`config.mk`:
```
export PLATFORM = sky130hd
export DESIGN_NAME = hilo_muldiv
export DESIGN_NICKNAME = d
export VERILOG_FILES = /design/src/rtl/mips_pkg.sv /design/src/rtl/md_signfix.sv /design/src/rtl/hilo_muldiv.sv
export SDC_FILE = /design/constraint.sdc
export NUM_CORES = 1
export LEC_CHECK = 0
export CAP_MARGIN = 40
export CORE_UTILIZATION = 54
export CTS_BUF_LIST = sky130_fd_sc_hd__clkbuf_16
export DETAILED_ROUTE_END_ITERATION = 6
export MAX_ROUTING_LAYER = met4
export PLACE_DENSITY = 0.76
export SYNTH_ARGS = -nofsm -noshare
export SYNTH_HDL_FRONTEND = slang
export SYNTH_SLANG_ARGS = --single-unit
```
`constraint.sdc`:
```
create_clock -name clk -period 3.35 [get_ports clk]
set_clock_uncertainty 0.05 [all_clocks]
set_input_delay 0.8375 -clock clk [delete_from_list [all_inputs] [get_ports clk]]
set_output_delay 0.8375 -clock clk [all_outputs]
set_load 0.01 [all_outputs]
```
`src/rtl/mips_pkg.sv`:
```
// Shared MINI-MIPS constants and encodings.
// Used by the HI/LO multiply/divide unit.
package mips_pkg;

  localparam int XLEN  = 32;
  localparam int CNT_W = 5;

  localparam logic [1:0] MD_MULT  = 2'b00;
  localparam logic [1:0] MD_MULTU = 2'b01;
  localparam logic [1:0] MD_DIV   = 2'b10;
  localparam logic [1:0] MD_DIVU  = 2'b11;

  typedef enum logic [1:0] {
    S_IDLE = 2'd0,
    S_RUN  = 2'd1,
    S_FIX  = 2'd2
  } md_state_e;

endpackage

```
`src/rtl/md_signfix.sv`:
```
// Conditional two's-complement negate.
// Gives |x| on operands and restores sign on results.
module md_signfix #(
  parameter int W = 32
) (
  input  logic [W-1:0] val_i,
  input  logic         neg_i,
  output logic [W-1:0] res_o
);

  always_comb begin
    res_o = val_i;
    if (neg_i) res_o = ~val_i + W'(1);
  end

endmodule

```
`src/rtl/hilo_muldiv.sv`:
```
// Iterative mult/div engine owning HI/LO.
// 32 shift-add or restoring steps, then one sign-fix cycle.
module hilo_muldiv #(
  parameter int XLEN  = mips_pkg::XLEN,
  parameter int CNT_W = mips_pkg::CNT_W
) (
  input  logic            clk,
  input  logic            rst,
  input  logic            start,
  input  logic [1:0]      op,
  input  logic [XLEN-1:0] a,
  input  logic [XLEN-1:0] b,
  input  logic            mthi,
  input  logic            mtlo,
  output logic            busy,
  output logic            done,
  output logic [XLEN-1:0] hi,
  output logic [XLEN-1:0] lo
);

  import mips_pkg::*;

  localparam int DW = 2 * XLEN;

  md_state_e state_q, state_d;

  logic [CNT_W-1:0] cnt_q, cnt_d;
  logic             div_q, div_d;
  logic             sa_q, sa_d;
  logic             sb_q, sb_d;
  logic             dz_q, dz_d;
  logic [XLEN-1:0]  araw_q, araw_d;
  logic [XLEN-1:0]  mc_q, mc_d;
  logic [DW-1:0]    acc_q, acc_d;
  logic [XLEN-1:0]  hi_q, hi_d;
  logic [XLEN-1:0]  lo_q, lo_d;
  logic             done_q, done_d;

  logic is_div, is_sgn, sgn_a, sgn_b;
  logic [XLEN-1:0] abs_a, abs_b;

  assign is_div = (op == MD_DIV) || (op == MD_DIVU);
  assign is_sgn = (op == MD_MULT) || (op == MD_DIV);
  assign sgn_a  = is_sgn & a[XLEN-1];
  assign sgn_b  = is_sgn & b[XLEN-1];

  md_signfix #(.W(XLEN)) u_abs_a (
    .val_i(a), .neg_i(sgn_a), .res_o(abs_a)
  );

  md_signfix #(.W(XLEN)) u_abs_b (
    .val_i(b), .neg_i(sgn_b), .res_o(abs_b)
  );

  // One iteration of each engine
  logic [XLEN:0]   mul_sum;
  logic [DW-1:0]   mul_nxt;
  logic [XLEN:0]   rem_sh;
  logic [XLEN:0]   trial;
  logic [DW-1:0]   div_nxt;

  always_comb begin
    mul_sum = {1'b0, acc_q[DW-1:XLEN]} + {1'b0, mc_q};
    if (acc_q[0]) mul_nxt = {mul_sum, acc_q[XLEN-1:1]};
    else          mul_nxt = {1'b0, acc_q[DW-1:1]};
    rem_sh = {acc_q[DW-1:XLEN], acc_q[XLEN-1]};
    trial  = rem_sh - {1'b0, mc_q};
    if (trial[XLEN])
      div_nxt = {rem_sh[XLEN-1:0], acc_q[XLEN-2:0], 1'b0};
    else
      div_nxt = {trial[XLEN-1:0], acc_q[XLEN-2:0], 1'b1};
  end

  logic [DW-1:0]   prod_fix;
  logic [XLEN-1:0] quo_fix, rem_fix;
  logic [XLEN-1:0] res_hi, res_lo;

  md_signfix #(.W(DW)) u_fix_prod (
    .val_i(acc_q), .neg_i(sa_q ^ sb_q), .res_o(prod_fix)
  );

  md_signfix #(.W(XLEN)) u_fix_quo (
    .val_i(acc_q[XLEN-1:0]), .neg_i(sa_q ^ sb_q), .res_o(quo_fix)
  );

  md_signfix #(.W(XLEN)) u_fix_rem (
    .val_i(acc_q[DW-1:XLEN]), .neg_i(sa_q), .res_o(rem_fix)
  );

  always_comb begin
    res_hi = prod_fix[DW-1:XLEN];
    res_lo = prod_fix[XLEN-1:0];
    if (div_q && dz_q) begin
      res_hi = araw_q;
      res_lo = '1;
    end else if (div_q) begin
      res_hi = rem_fix;
      res_lo = quo_fix;
    end
  end

  always_ff @(posedge clk) begin
    if (rst) begin
      state_q <= S_IDLE;
      cnt_q   <= '0;
      div_q   <= 1'b0;
      sa_q    <= 1'b0;
      sb_q    <= 1'b0;
      dz_q    <= 1'b0;
      araw_q  <= '0;
      mc_q    <= '0;
      acc_q   <= '0;
      hi_q    <= '0;
      lo_q    <= '0;
      done_q  <= 1'b0;
    end else begin
      state_q <= state_d;
      cnt_q   <= cnt_d;
      div_q   <= div_d;
      sa_q    <= sa_d;
      sb_q    <= sb_d;
      dz_q    <= dz_d;
      araw_q  <= araw_d;
      mc_q    <= mc_d;
      acc_q   <= acc_d;
      hi_q    <= hi_d;
      lo_q    <= lo_d;
      done_q  <= done_d;
    end
  end

  always_comb begin
    state_d = state_q;
    unique case (state_q)
      S_IDLE:  if (start) state_d = S_RUN;
      S_RUN:   if (cnt_q == '0) state_d = S_FIX;
      S_FIX:   state_d = S_IDLE;
      default: state_d = S_IDLE;
    endcase
  end

  always_comb begin
    cnt_d  = cnt_q;
    div_d  = div_q;
    sa_d   = sa_q;
    sb_d   = sb_q;
    dz_d   = dz_q;
    araw_d = araw_q;
    mc_d   = mc_q;
    acc_d  = acc_q;
    hi_d   = hi_q;
    lo_d   = lo_q;
    done_d = 1'b0;
    unique case (state_q)
      S_IDLE: begin
        if (start) begin
          cnt_d  = CNT_W'(XLEN - 1);
          div_d  = is_div;
          sa_d   = sgn_a;
          sb_d   = sgn_b;
          dz_d   = is_div && (b == '0);
          araw_d = a;
          mc_d   = is_div ? abs_b : abs_a;
          acc_d  = {{XLEN{1'b0}}, (is_div ? abs_a : abs_b)};
        end else begin
          if (mthi) hi_d = a;
          if (mtlo) lo_d = a;
        end
      end
      S_RUN: begin
        acc_d = div_q ? div_nxt : mul_nxt;
        cnt_d = cnt_q - CNT_W'(1);
      end
      S_FIX: begin
        hi_d   = res_hi;
        lo_d   = res_lo;
        done_d = 1'b1;
      end
      default: ;
    endcase
  end

  always_comb begin
    busy = (state_q != S_IDLE);
    done = done_q;
    hi   = hi_q;
    lo   = lo_q;
  end

endmodule

```
==> results by group, run 1 <==
Layout
  • Fin area: a little over 20,000 um^2
  • Most frequent cells in the layout: nand2_1, a21oi_1, buf_4, nor2_1, dfxtp_1
  • Most common cell after layout, fill and taps aside: nand2_1
  • P&R area growth vs syn: 23.9%
  • Layout cells sized above 1: between 10% and 20%
  • Layout net count: between 2,000 and 3,000
  • Filler cell count: 2,641

Setup path
  • WS Path Type: register to register
  • RR Startpoint: mc_q[18]
  • CP required: 3.74 ns
  • Critical path startpoint category: register
  • CP endpoint kind: register
  • Slowest stage delay, CP: about 0.47 ns
  • Worst-case reg-to-reg path depth: 11
  • CP Data Arrival Time: roughly 3.6 ns
  • CP max stage cell: dfxtp_1
  • Slack of the worst reg-to-reg path: between 0.1 and 0.15 ns
  • Crit Path Max Fanout: 9
  • R2R Path End: acc_q[51]
  • CP Cell Sequence: inv_1, ha_1, nand2_1, nor3_1, a221oi_1, nand3_1, mux2_2, buf_4, a211oi_1, a311oi_1, a22o_1

Placed design
  • Pre-CTS WS: -0.501 ns
  • GP Congestion: about 1.1
  • Port Buffer Count: approximately 140
  • HPWL after DPL: approximately 55 mm
  • Area after DPL: around 20,000 um^2

Flow run
  • Max cap viols: 0

Synth
  • Post-Syn Area per Cell: a little over 7 um^2
  • Post-Syn Instances: between 2,000 and 2,500
  • Post-Synth Adder-Cell Area: 5.47%
  • Number of enable flip-flop cells after synthesis: 0
  • Compound-Gate Fraction of Synth Area: 30.8%
  • Post-synthesis xor/xnor area fraction: approximately 7.9%
  • Top_reg_cell synth: dfxtp_1
  • Mux contribution to synthesized area: under 10%
  • Synthesized net count: 2,483
  • Sequential element share of the synthesized area: between 20% and 30%
  • Synth warn: 0
  • Post-Synth Simple-Gate Area: approximately 22%
  • Asr flop ratio synth: 0%
  • #FFs+latches synth: 204
  • Distinct cells, synth: 80
  • Mapped Area: between 15,000 and 20,000 um^2
  • Largest family of logic cells by synthesized area: compound AO/OA/AOI/OAI gates

Floorplan
  • Total Die Area: around 32,000 um^2
  • Starting Density: 54.8%
  • Die height: approximately 180 um
  • Area of the core: ~31,000 um^2
  • Num ports: about 140
  • Chip Width: around 180 um
  • Row Count: 64

Power
  • Worst VDD drop: 482 uV
  • Design Power: slightly above 0.009 W
  • Logic gate share of total power: between 30% and 40%
  • Seq pwr share: 30.4%
  • Sw frac: a little under two fifths
  • Clk pwr share: roughly 31%
  • Leakage: roughly 8 nW
  • Int Pwr: 0.00573 W
  • Power Dens Cells: 448 nW/um^2
  • P_sw: about 0.0036 W

Timing
  • Worst Tran Pin Value: approximately 0.8 ns
  • Setup_tns: 0 ns
  • RSZ-0062 raised after global routing: no
  • Period utilisation layout: a little over nine tenths
  • Max Slew Vio Count: 0
  • Hold slack: approximately 0.40 ns
  • Fin worst setup slack: 0.144 ns
  • Final setup fails: 0
  • Hold Fails Final Rpt: 0
  • Minimum clock period: around 3.2 ns
  • Relative slew slack: about 46%
  • Fmax: 312 MHz

Routing
  • Vias per Instance: between 6 and 7
  • Post-DR wirelength/cell: approximately 24 um
  • 1st-iter DRT viols: around 2,900
  • Router iterations before antenna repair: 6
  • # DRC: 0
  • DRT antenna net count: 0
  • Vias: about 20,000
  • Post-Route WL: just over 70 mm

Global route
  • Initial antenna violation count: 1
  • GRT Util Overall: a little under half
  • Grt ovf: 0
  • Largest net degree at the start of global routing: a little over 80
  • Global-route wire length before repair: 108 mm
  • Vias in the first global route: 18,251

Worst hold path
  • Worst hold path cell count: 2
  • Min-Delay Endpoint: araw_q[7]
  • Worst Hold Class: register to register
  • Min-delay src: araw_q[7]

CTS
  • Clock transition at path regs: 0.06 ns
  • Clk sink count: 204
  • CTS root buf: clkbuf_16
  • Htree depth: 1
  • Clk_lat worst skew: about 0.56 ns
  • Total CTS buffers: 25
  • CTS tree: built
  • Max Root-Sink Buffers: 3
  • Post-CTS setup repair buffer count: 0

Status
  • Outcome: complete, no violations
-- worst max path at each step --
stage                    from        end  slack [ns]  depth (start not counted)
floorplan           acc_q[32]  acc_q[33]        0.09                         12
global placement        a[13]  acc_q[24]       -0.41                          9
detailed placement      a[13]  acc_q[22]       -0.50                         10
CTS                 acc_q[32]  acc_q[61]        0.04                         11
global route         mc_q[26]  acc_q[47]       0.004                         12
finish               mc_q[18]  acc_q[51]        0.14                         11
-- synth_stat cells, types with 31 or more instances --
| master | number | area share, % |
|---|---|---|
| o211ai_1 | 34 | 1.5 |
| nand3_1 | 40 | 1.2 |
| xnor2_1 | 85 | 4.4 |
| mux2i_1 | 53 | 3.2 |
| nor2_1 | 204 | 4.6 |
| a31oi_1 | 31 | 1.2 |
| o221ai_1 | 31 | 1.6 |
| clkbuf_1 | 159 | 3.6 |
| o21ai_0 | 137 | 4.1 |
| xor2_1 | 67 | 3.5 |
| ha_1 | 70 | 5.2 |
| a21oi_1 | 269 | 8.0 |
| nand2_1 | 301 | 6.7 |
| nor3_1 | 64 | 1.9 |
| dfxtp_1 | 204 | 24 |
| inv_1 | 72 | 1.6 |
| a211oi_1 | 72 | 3.2 |
-- flip-flops by register name (all words and copies together) (netlist names), 2 cells and up --
| signal | cells |
|---|---|
| acc_q | 64 |
| araw_q | 32 |
| cnt_q | 5 |
| hi | 32 |
| lo | 32 |
| mc_q | 32 |
| state_q | 2 |
-- layer usage --
metal  GRT usage (%)  share of wire, %  routed length [um]
met4            29.8               8.1                5840
met3            10.9                12                8460
met1            56.7                38               27700
met5               -                 0                   0
met2            66.7                42               30200
-- worst max-delay path: cells and delay by family (launching register included) --
family                     cells  cell delay (ns)
DFF                            1             0.47
AOI/OAI and AO/OA              4             0.69
buffers and inverters          2             0.39
adders and majority gates      1             0.43
muxes                          1             0.40
and+or+nand+nor                3             0.67
-- layout make-up --
cell class                 instances  area, um^2  area share, %
timing repair buffer             386        3280           15.8
antenna                            2        5.00         0.0241
multi-input combinational       1876       11700           56.6
tap                              396         495           2.39
clock buffer                      26         651           3.13
sequential                       204        4090           19.7
inverter                          73         274           1.32
clock inverter                    20         215           1.04
-- power by group through the flow --
stage	clock network, W	logic, W	registers (W)
3_3_place_gp	0	0.00336	0.00285
6_report	0.00291	0.00356	0.00282
2_1_floorplan	0	0.00207	0.00282
4_1_cts	0.00291	0.00343	0.00281
5_1_grt	0.00300	0.00379	0.00284
3_5_place_dp	0	0.00341	0.00286
-- stage by stage --
| step | instances | util, % |
|---|---|---|
| after global routing | 2983 | 67.9 |
| after global placement | 2934 | 64.8 |
| after detailed placement | 2935 | 64.8 |
| final | 2983 | 67.9 |
| after floorplan | 2340 | - |
| after CTS | 2981 | 67.6 |
-- kinds of logic after synthesis --
kind of cell | count (synthesis)
XOR/XNOR | 152
flip-flops | 204
AO/OA/AOI/OAI | 798
buffers and inverters | 260
adder cells (fa/ha/maj) | 72
multiplexers | 57
AND/OR/NAND/NOR | 797
-- what timing repair did --
item                                    4_1_cts  5_1_grt
hold buffers                                  0        0
endpoints found under the setup margin        1       42
gates resized for setup                       1       14
cloned                                        0        0
Power figures use the tool's default switching activity.
==> run 2: changes to the inputs <==
--- a/config.mk
+++ b/config.mk
@@ -6,11 +6,11 @@
 export NUM_CORES = 1
 export LEC_CHECK = 0
 export CAP_MARGIN = 40
-export CORE_UTILIZATION = 54
+export CORE_UTILIZATION = 40
 export CTS_BUF_LIST = sky130_fd_sc_hd__clkbuf_16
 export DETAILED_ROUTE_END_ITERATION = 6
 export MAX_ROUTING_LAYER = met4
-export PLACE_DENSITY = 0.76
+export PLACE_DENSITY = 0.59
 export SYNTH_ARGS = -nofsm -noshare
 export SYNTH_HDL_FRONTEND = slang
 export SYNTH_SLANG_ARGS = --single-unit
==> results by group, run 2 (synthesized netlist as in run 1, its figures left out) <==
Floorplan
  • Num ports: 137 (unchanged)
  • Area of the core: 41,100 um^2 (+34%)
  • Die height: 207 um (+16%)
  • Starting Density: 40.8% (-14 points)
  • Row Count: 74 (+16%)
  • Total Die Area: 42,700 um^2 (+35%)
  • Chip Width: 207 um (+16%)

CTS
  • Htree depth: 1 (unchanged)
  • Clock transition at path regs: 0.06 ns (about the same)
  • Max Root-Sink Buffers: 3 (unchanged)
  • Total CTS buffers: 25 (unchanged)
  • CTS hold repair buffers: 0 (unchanged)
  • Clk sink count: 204 (unchanged)
  • Post-CTS setup repair buffer count: 0 (unchanged)
  • CTS root buf: clkbuf_16
  • Clk_lat worst skew: 0.57 ns (about the same)
  • CTS tree: built

Layout
  • Seq. cell area: 4090 um^2 (about the same)
  • P&R area growth vs syn: 25.8%
  • Layout cells sized above 1: 13.9% (+0.78 points)
  • Most common cell after layout, fill and taps aside: nand2_1
  • Filler cell count: 4,116 (+56%)
  • Final non-filler cell total: 3,140 (+5.3%)
  • Area occupied by multi-input gates: 11,800 um^2 (about the same)
  • Max reg flops: 64 (unchanged)
  • Core Util, Final: 51.3% (-17 points)
  • Layout net count: 2,730 (+0.78%)
  • Most frequent cells in the layout: nand2_1, a21oi_1, buf_4, nor2_1, dfxtp_1
  • Most flop-heavy register: acc_q

Power
  • Int Pwr: 0.00576 W (+0.50%)
  • Worst VDD drop: 395 uV (-18%)
  • Logic gate share of total power: 38.9% (+0.6 points)
  • Clk pwr share: 31.0% (-0.3 points)
  • Seq pwr share: 30.1% (-0.3 points)
  • P_sw: 0.00359 W (+0.73%)
  • Power Dens Cells: 443 nW/um^2 (-0.96%)
  • Sw frac: 38.4% (+0.054 points)
  • Leakage: 8.24 nW (+1.1%)
  • Design Power: 0.00934 W (+0.59%)

Status
  • Outcome: finished, violations left
  • Failing checks: design-rule violations

Timing
  • Fmax: 303 MHz (-3.0%)
  • Hold Fails Final Rpt: 0 (unchanged)
  • Minimum clock period: 3.30 ns (+0.0988 ns)
  • Hold slack: 0.405 ns (+0.00271 ns)
  • Max Slew Vio Count: 0 (unchanged)
  • Period utilisation layout: 98.6% (+2.9 points)
  • Worst Tran Pin Value: 0.790 ns (-0.0205 ns)
  • Final setup fails: 0 (unchanged)
  • Fin worst setup slack: 0.0456 ns (-0.0988 ns)
  • Relative slew slack: 47.2% (+1.7 points)
  • RSZ-0062 raised after global routing: yes

Setup path
  • Top Family by Delay on Critical Path: compound AO/OA/AOI/OAI gates
  • Crit Path Max Fanout: 6 (-3)
  • R2R Path End: acc_q[56]
  • Worst-case reg-to-reg path depth: 12 (+1)
  • CP max stage cell: dfxtp_1
  • CP required: 3.74 ns (about the same)
  • RR Startpoint: mc_q[27]
  • CP endpoint kind: register
  • Slack of the worst reg-to-reg path: 0.05 ns (-0.10 ns)
  • WS Path Type: register to register
  • Critical path startpoint category: register
  • CP Cell Sequence: inv_1, ha_1, nor2_1, a211o_1, a31oi_2, or4_1, and3_1, nand2_1, buf_4, o311ai_1, buf_4, o21ai_0
  • Most used cell, CP: buf_4
  • CP Data Arrival Time: 3.69 ns (+0.09 ns)
  • Slowest stage delay, CP: 0.47 ns (about the same)
  • Crit path buf inv count: 3 (+1)

Worst hold path
  • Worst Hold Class: register to register
  • Min-delay src: lo[9]
  • Worst hold path cell count: 2 (unchanged)
  • Min-Delay Endpoint: lo[9]

Global route
  • Initial antenna violation count: 2 (+1)
  • GRT Util Overall: 36.4% (-9.5 points)
  • Vias in the first global route: 18,415 (+0.90%)
  • Largest net degree at the start of global routing: 67 (-19%)
  • Global-route wire length before repair: 114 mm (+5.7%)
  • Grt ovf: 0 (unchanged)

Placed design
  • Pre-CTS WS: -0.560 ns (-0.0586 ns)
  • HPWL after DPL: 59.7 mm (+8.2%)
  • # placed instances: 3,092 (+5.3%)
  • Port Buffer Count: 136 (unchanged)
  • GP Congestion: 1.01 (-6.1%)

Routing
  • 1st-iter DRT viols: 2,179 (-25%)
  • Vias: 19,442 (-1.6%)
  • Vias per Instance: 6.19 (-6.5%)
  • # DRC: 1 (+1)
  • DRT antenna net count: 0 (unchanged)
  • Post-DR wirelength/cell: 24.3 um (+0.51%)
  • Post-Route WL: 76.4 mm (+5.8%)
  • Router iterations before antenna repair: 7 (+1)

Flow run
  • Max cap viols: 0 (unchanged)
==> run 2: cell count changes in the layout (fill, tap and decap cells not counted), moves of 3 or more <==
cell	previous run	this run
buf_12	4	1
clkinvlp_4	5	1
buf_4	246	266
inv_1	77	74
==> run 2: layout make-up <==
| cell class | instances | area share, % |
|---|---|---|
| Tap cell | 532 | 3.16 |
| Antenna cell | 3 | 0.0356 |
| Clock inverter | 19 | 0.938 |
| Timing Repair Buffer | 407 | 16.3 |
| Sequential cell | 204 | 19.4 |
| Inverter | 73 | 1.30 |
| Multi-Input combinational cell | 1876 | 55.7 |
| Clock buffer | 26 | 3.09 |
==> run 2: routing by layer <==
| metal | vias to the layer above | global-route usage [%] | routed length, um |
|---|---|---|---|
| li1 | 9068 | - | - |
| met1 | 9317 | 47.5 | 32300 |
| met2 | 868 | 54.0 | 33100 |
| met3 | 189 | 6.75 | 6940 |
| met4 | 0 | 17.3 | 4040 |
| met5 | - | - | 0 |
==> run 2: worst max path at each step <==
stage / startpoint / to / slack [ns] / depth (start not counted)
CTS: a[13] / mc_q[24] / 0.002 / 9
global route: mc_q[26] / acc_q[33] / -0.01 / 11
detailed placement: a[13] / mc_q[24] / -0.56 / 9
finish: mc_q[27] / acc_q[56] / 0.05 / 12
floorplan: acc_q[32] / acc_q[33] / 0.09 / 12
global placement: a[13] / mc_q[24] / -0.49 / 9
==> run 2: worst reg2reg max path, delay by kind of cell (launching register included) <==
family                   cells  cell delay [ns]
AO/OA/AOI/OAI                4             1.06
AND/OR/NAND/NOR              4             0.72
buffers and inverters        3             0.49
flip-flops                   1             0.47
adder cells (fa/ha/maj)      1             0.39
==> run 2: repair_timing <==
item,in CTS,in global routing
setup endpoints to repair,1,17
gates resized for setup,2,14
pin swaps,0,0
==> run 2: stage by stage <==
stage | setup TNS [ns] | cell area, um^2
after floorplan | 0 | 16800
after global placement | -9.68 | 20100
after detailed placement | -10.23 | 20200
after CTS | 0 | 21000
after global routing | -0.0103 | 21100
final | 0 | 21100
==> run 2: power groups by stage <==
stage	registers [W]	clock network [W]	logic, W
4_1_cts	0.00281	0.00291	0.00355
5_1_grt	0.00283	0.00303	0.00391
6_report	0.00281	0.00289	0.00364
2_1_floorplan	0.00282	0	0.00207
3_3_place_gp	0.00285	0	0.00350
3_5_place_dp	0.00286	0	0.00353
==> run 3: changes to the inputs <==
--- a/config.mk
+++ b/config.mk
@@ -10,7 +10,8 @@
 export CTS_BUF_LIST = sky130_fd_sc_hd__clkbuf_16
 export DETAILED_ROUTE_END_ITERATION = 6
 export MAX_ROUTING_LAYER = met4
-export PLACE_DENSITY = 0.59
+export PLACE_DENSITY = 0.58
 export SYNTH_ARGS = -nofsm -noshare
 export SYNTH_HDL_FRONTEND = slang
+export SYNTH_HIERARCHICAL = 1
 export SYNTH_SLANG_ARGS = --single-unit
==> results by group, run 3 <==
Setup path
  • Slack of the worst reg-to-reg path: 0.16 ns (+0.11 ns)
  • Top Family by Delay on Critical Path: compound AO/OA/AOI/OAI gates
  • Crit Path Max Fanout: 40 (+34)
  • CP Data Arrival Time: 3.65 ns (-0.04 ns)
  • CP Cell Sequence: inv_1, ha_1, a21o_1, nor3_1, a32oi_1, a221oi_2, o32ai_4, mux2i_4, buf_12, or3_1, a31oi_1, a22o_1
  • WS Path Type: register to register
  • CP endpoint kind: register
  • CP max stage cell: dfxtp_1
  • Critical path startpoint category: register
  • Slowest stage delay, CP: 0.43 ns (-0.04 ns)
  • Crit path buf inv count: 2 (-1)
  • CP required: 3.81 ns (+0.07 ns)

Timing
  • Minimum clock period: 3.19 ns (-0.110 ns)
  • Period utilisation layout: 95.4% (-3.3 points)
  • Final setup fails: 0 (unchanged)
  • Hold Fails Final Rpt: 0 (unchanged)
  • Max Slew Vio Count: 0 (unchanged)
  • RSZ-0062 raised after global routing: no
  • Worst Tran Pin Value: 0.824 ns (+0.0346 ns)
  • Fin worst setup slack: 0.155 ns (+0.110 ns)
  • Hold slack: 0.405 ns (-0.000367 ns)
  • Setup_tns: 0 ns (unchanged)
  • Relative slew slack: 45.1% (-2.1 points)
  • Fmax: 313 MHz (+3.4%)

Layout
  • Ant. Diodes: 0 (-3)
  • P&R area growth vs syn: 23.4%
  • Most flop-heavy register: acc_q
  • Max reg flops: 64 (unchanged)
  • Layout cells sized above 1: 15.3% (+1.4 points)
  • Most frequent cells in the layout: nand2_1, buf_4, xnor2_1, dfxtp_1, nor2_1
  • Layout net count: 2,735 (+0.18%)
  • Most common cell after layout, fill and taps aside: nand2_1
  • Filler cell count: 4,558 (+11%)

Synth
  • Number of enable flip-flop cells after synthesis: 0 (unchanged)
  • Mapped Area: 18,800 um^2 (+12%)
  • Synth warn: 6 (+6)
  • Post-Synth Simple-Gate Area: 20.4% (-1.6 points)
  • Mux contribution to synthesized area: 7.74% (+4.3 points)
  • Count leader, synth: nand2_1
  • Largest family of logic cells by synthesized area: compound AO/OA/AOI/OAI gates
  • Distinct cells, synth: 92 (+15%)
  • Post-synth top cells: nand2_1, xnor2_1, dfxtp_1
  • Post-synthesis xor/xnor area fraction: 11.0% (+3.0 points)
  • Post-Synth Adder-Cell Area: 4.94% (-0.52 points)
  • Synthesized net count: 2,509 (+1.0%)
  • #FFs+latches synth: 204 (unchanged)
  • Top cell type's share of synthesized area: 21.7% (-2.6 points)
  • Top_reg_cell synth: dfxtp_1
  • Compound-Gate Fraction of Synth Area: 29.2% (-1.6 points)
  • Post-Syn Instances: 2,365 (+1.1%)
  • Post-Syn Area per Cell: 7.94 um^2 (+11%)
  • Asr flop ratio synth: 0% (unchanged)
  • Cell taking the most area after synthesis: dfxtp_1
  • Ranking of synthesized cells by area: dfxtp_1, xnor2_1, mux2i_1, nand2_1, ha_1
  • Sequential element share of the synthesized area: 21.7% (-2.6 points)

Floorplan
  • Area of the core: 46,500 um^2 (+13%)
  • Chip Width: 219 um (+5.8%)
  • Die height: 219 um (+5.8%)
  • Starting Density: 40.4% (-0.33 points)
  • Num ports: 137 (unchanged)
  • Row Count: 79 (+6.8%)
  • Total Die Area: 47,800 um^2 (+12%)

CTS
  • CTS root buf: clkbuf_16
  • Max Root-Sink Buffers: 3 (unchanged)
  • Clock transition at path regs: 0.07 ns (about the same)
  • Clk sink count: 204 (unchanged)
  • Htree depth: 1 (unchanged)
  • Clk_lat worst skew: 0.56 ns (about the same)
  • CTS tree: built
  • Total CTS buffers: 26 (+4.0%)

Power
  • Leakage: 8.59 nW (+4.3%)
  • Worst VDD drop: 359 uV (-9.3%)
  • Power Dens Cells: 421 nW/um^2 (-5.0%)

Routing
  • # DRC: 0 (-1)
  • Vias per Instance: 6.16 (-0.48%)
  • Post-Route WL: 73.6 mm (-3.6%)
  • Vias: 19,830 (+2.0%)
  • 1st-iter DRT viols: 2,289 (+5.0%)
  • DRT antenna net count: 0 (unchanged)
  • Router iterations before antenna repair: 6 (-1)
  • Post-DR wirelength/cell: 22.9 um (-6.0%)

Placed design
  • Port Buffer Count: 136 (unchanged)
  • GP Congestion: 0.978 (-3.2%)
  • Pre-CTS WS: -0.221 ns (+0.339 ns)
  • HPWL after DPL: 56.8 mm (-4.8%)

Global route
  • Vias in the first global route: 18,312 (-0.56%)
  • Global-route wire length before repair: 111 mm (-2.7%)
  • Initial antenna violation count: 0 (-2)
  • Grt ovf: 0 (unchanged)
  • GRT Util Overall: 30.8% (-5.6 points)
  • Largest net degree at the start of global routing: 138 (+110%)

Status
  • Outcome: complete, no violations

Flow run
  • Max cap viols: 0 (unchanged)

Worst hold path
  • Worst Hold Class: register to register
run 3: cell count changes in the layout (fill, tap and decap cells not counted), moves of 31 or more:
cell	delta
a211oi_1	+34
a21oi_1	-152
a311oi_1	+55
buf_4	-45
mux2i_1	+86
nor3_1	-36
o21ai_0	-37
o31ai_1	+31
xnor2_1	+130
xor2_1	-47
run 3: logic make-up (layout without fill, tap and decap cells):
kind of cell | count (synthesis) | count (layout)
compound gates | 737 | 737
simple gates | 734 | 734
buf+inv | 238 | 484
xor+xnor | 235 | 235
flops | 204 | 204
mux | 144 | 144
fa+ha+maj | 73 | 73
run 3: layout make-up:
cell class / instances / area, um^2 / share of cell area [%]
Clock buffer: 27 / 676 / 2.91
Clock inverter: 21 / 204 / 0.880
Inverter: 65 / 244 / 1.05
Multi-Input combinational cell: 1923 / 13900 / 59.9
Sequential cell: 204 / 4090 / 17.7
Tap cell: 607 / 759 / 3.28
Timing Repair Buffer: 371 / 3310 / 14.3
run 3: worst min-delay path: stages, from the launching register on:
cell	delay, ns
dfxtp_1	0.31
nand2_1	0.05
a21oi_1	0.05
run 3: power by group:
| group | internal (W) | switching [W] |
|---|---|---|
| clock | 0.00170 | 0.00123 |
| sequential | 0.00264 | 0.000239 |
| combinational | 0.00162 | 0.00233 |
run 3: final timing paths:
path,startpoint,endpoint,depth (start not counted)
worst max-delay path,mc_q[23],acc_q[37],12
worst min-delay path,araw_q[10],araw_q[10],2
worst max register to register,mc_q[23],acc_q[37],12
worst min register to register,araw_q[10],araw_q[10],2
run 3: stage by stage:
step                      area [um^2]  cells  total power [W]  utilization (%)
after floorplan                 18800   2365          0.00529                -
after global placement          22200   3166          0.00672             47.8
after detailed placement        22200   3166          0.00677             47.8
after CTS                       23100   3214          0.00970             49.7
after global routing            23200   3218           0.0102             49.9
final                           23200   3218          0.00977             49.9
run 3: repair_timing:
item	CTS	global route
setup buffers	0	4
pin swaps	0	8
gates resized for setup	2	11
gates cloned	0	0
endpoints found under the setup margin	3	14
hold buffers	0	0
run 3: per-layer routing:
metal / vias to the layer above / GRT usage [%] / part of all wire, %
met1: 9597 / 41.4 / 44
li1: 9329 / - / -
met2: 794 / 47.8 / 45
met5: - / - / 0
met3: 110 / 4.37 / 7.7
met4: 0 / 8.63 / 3.0
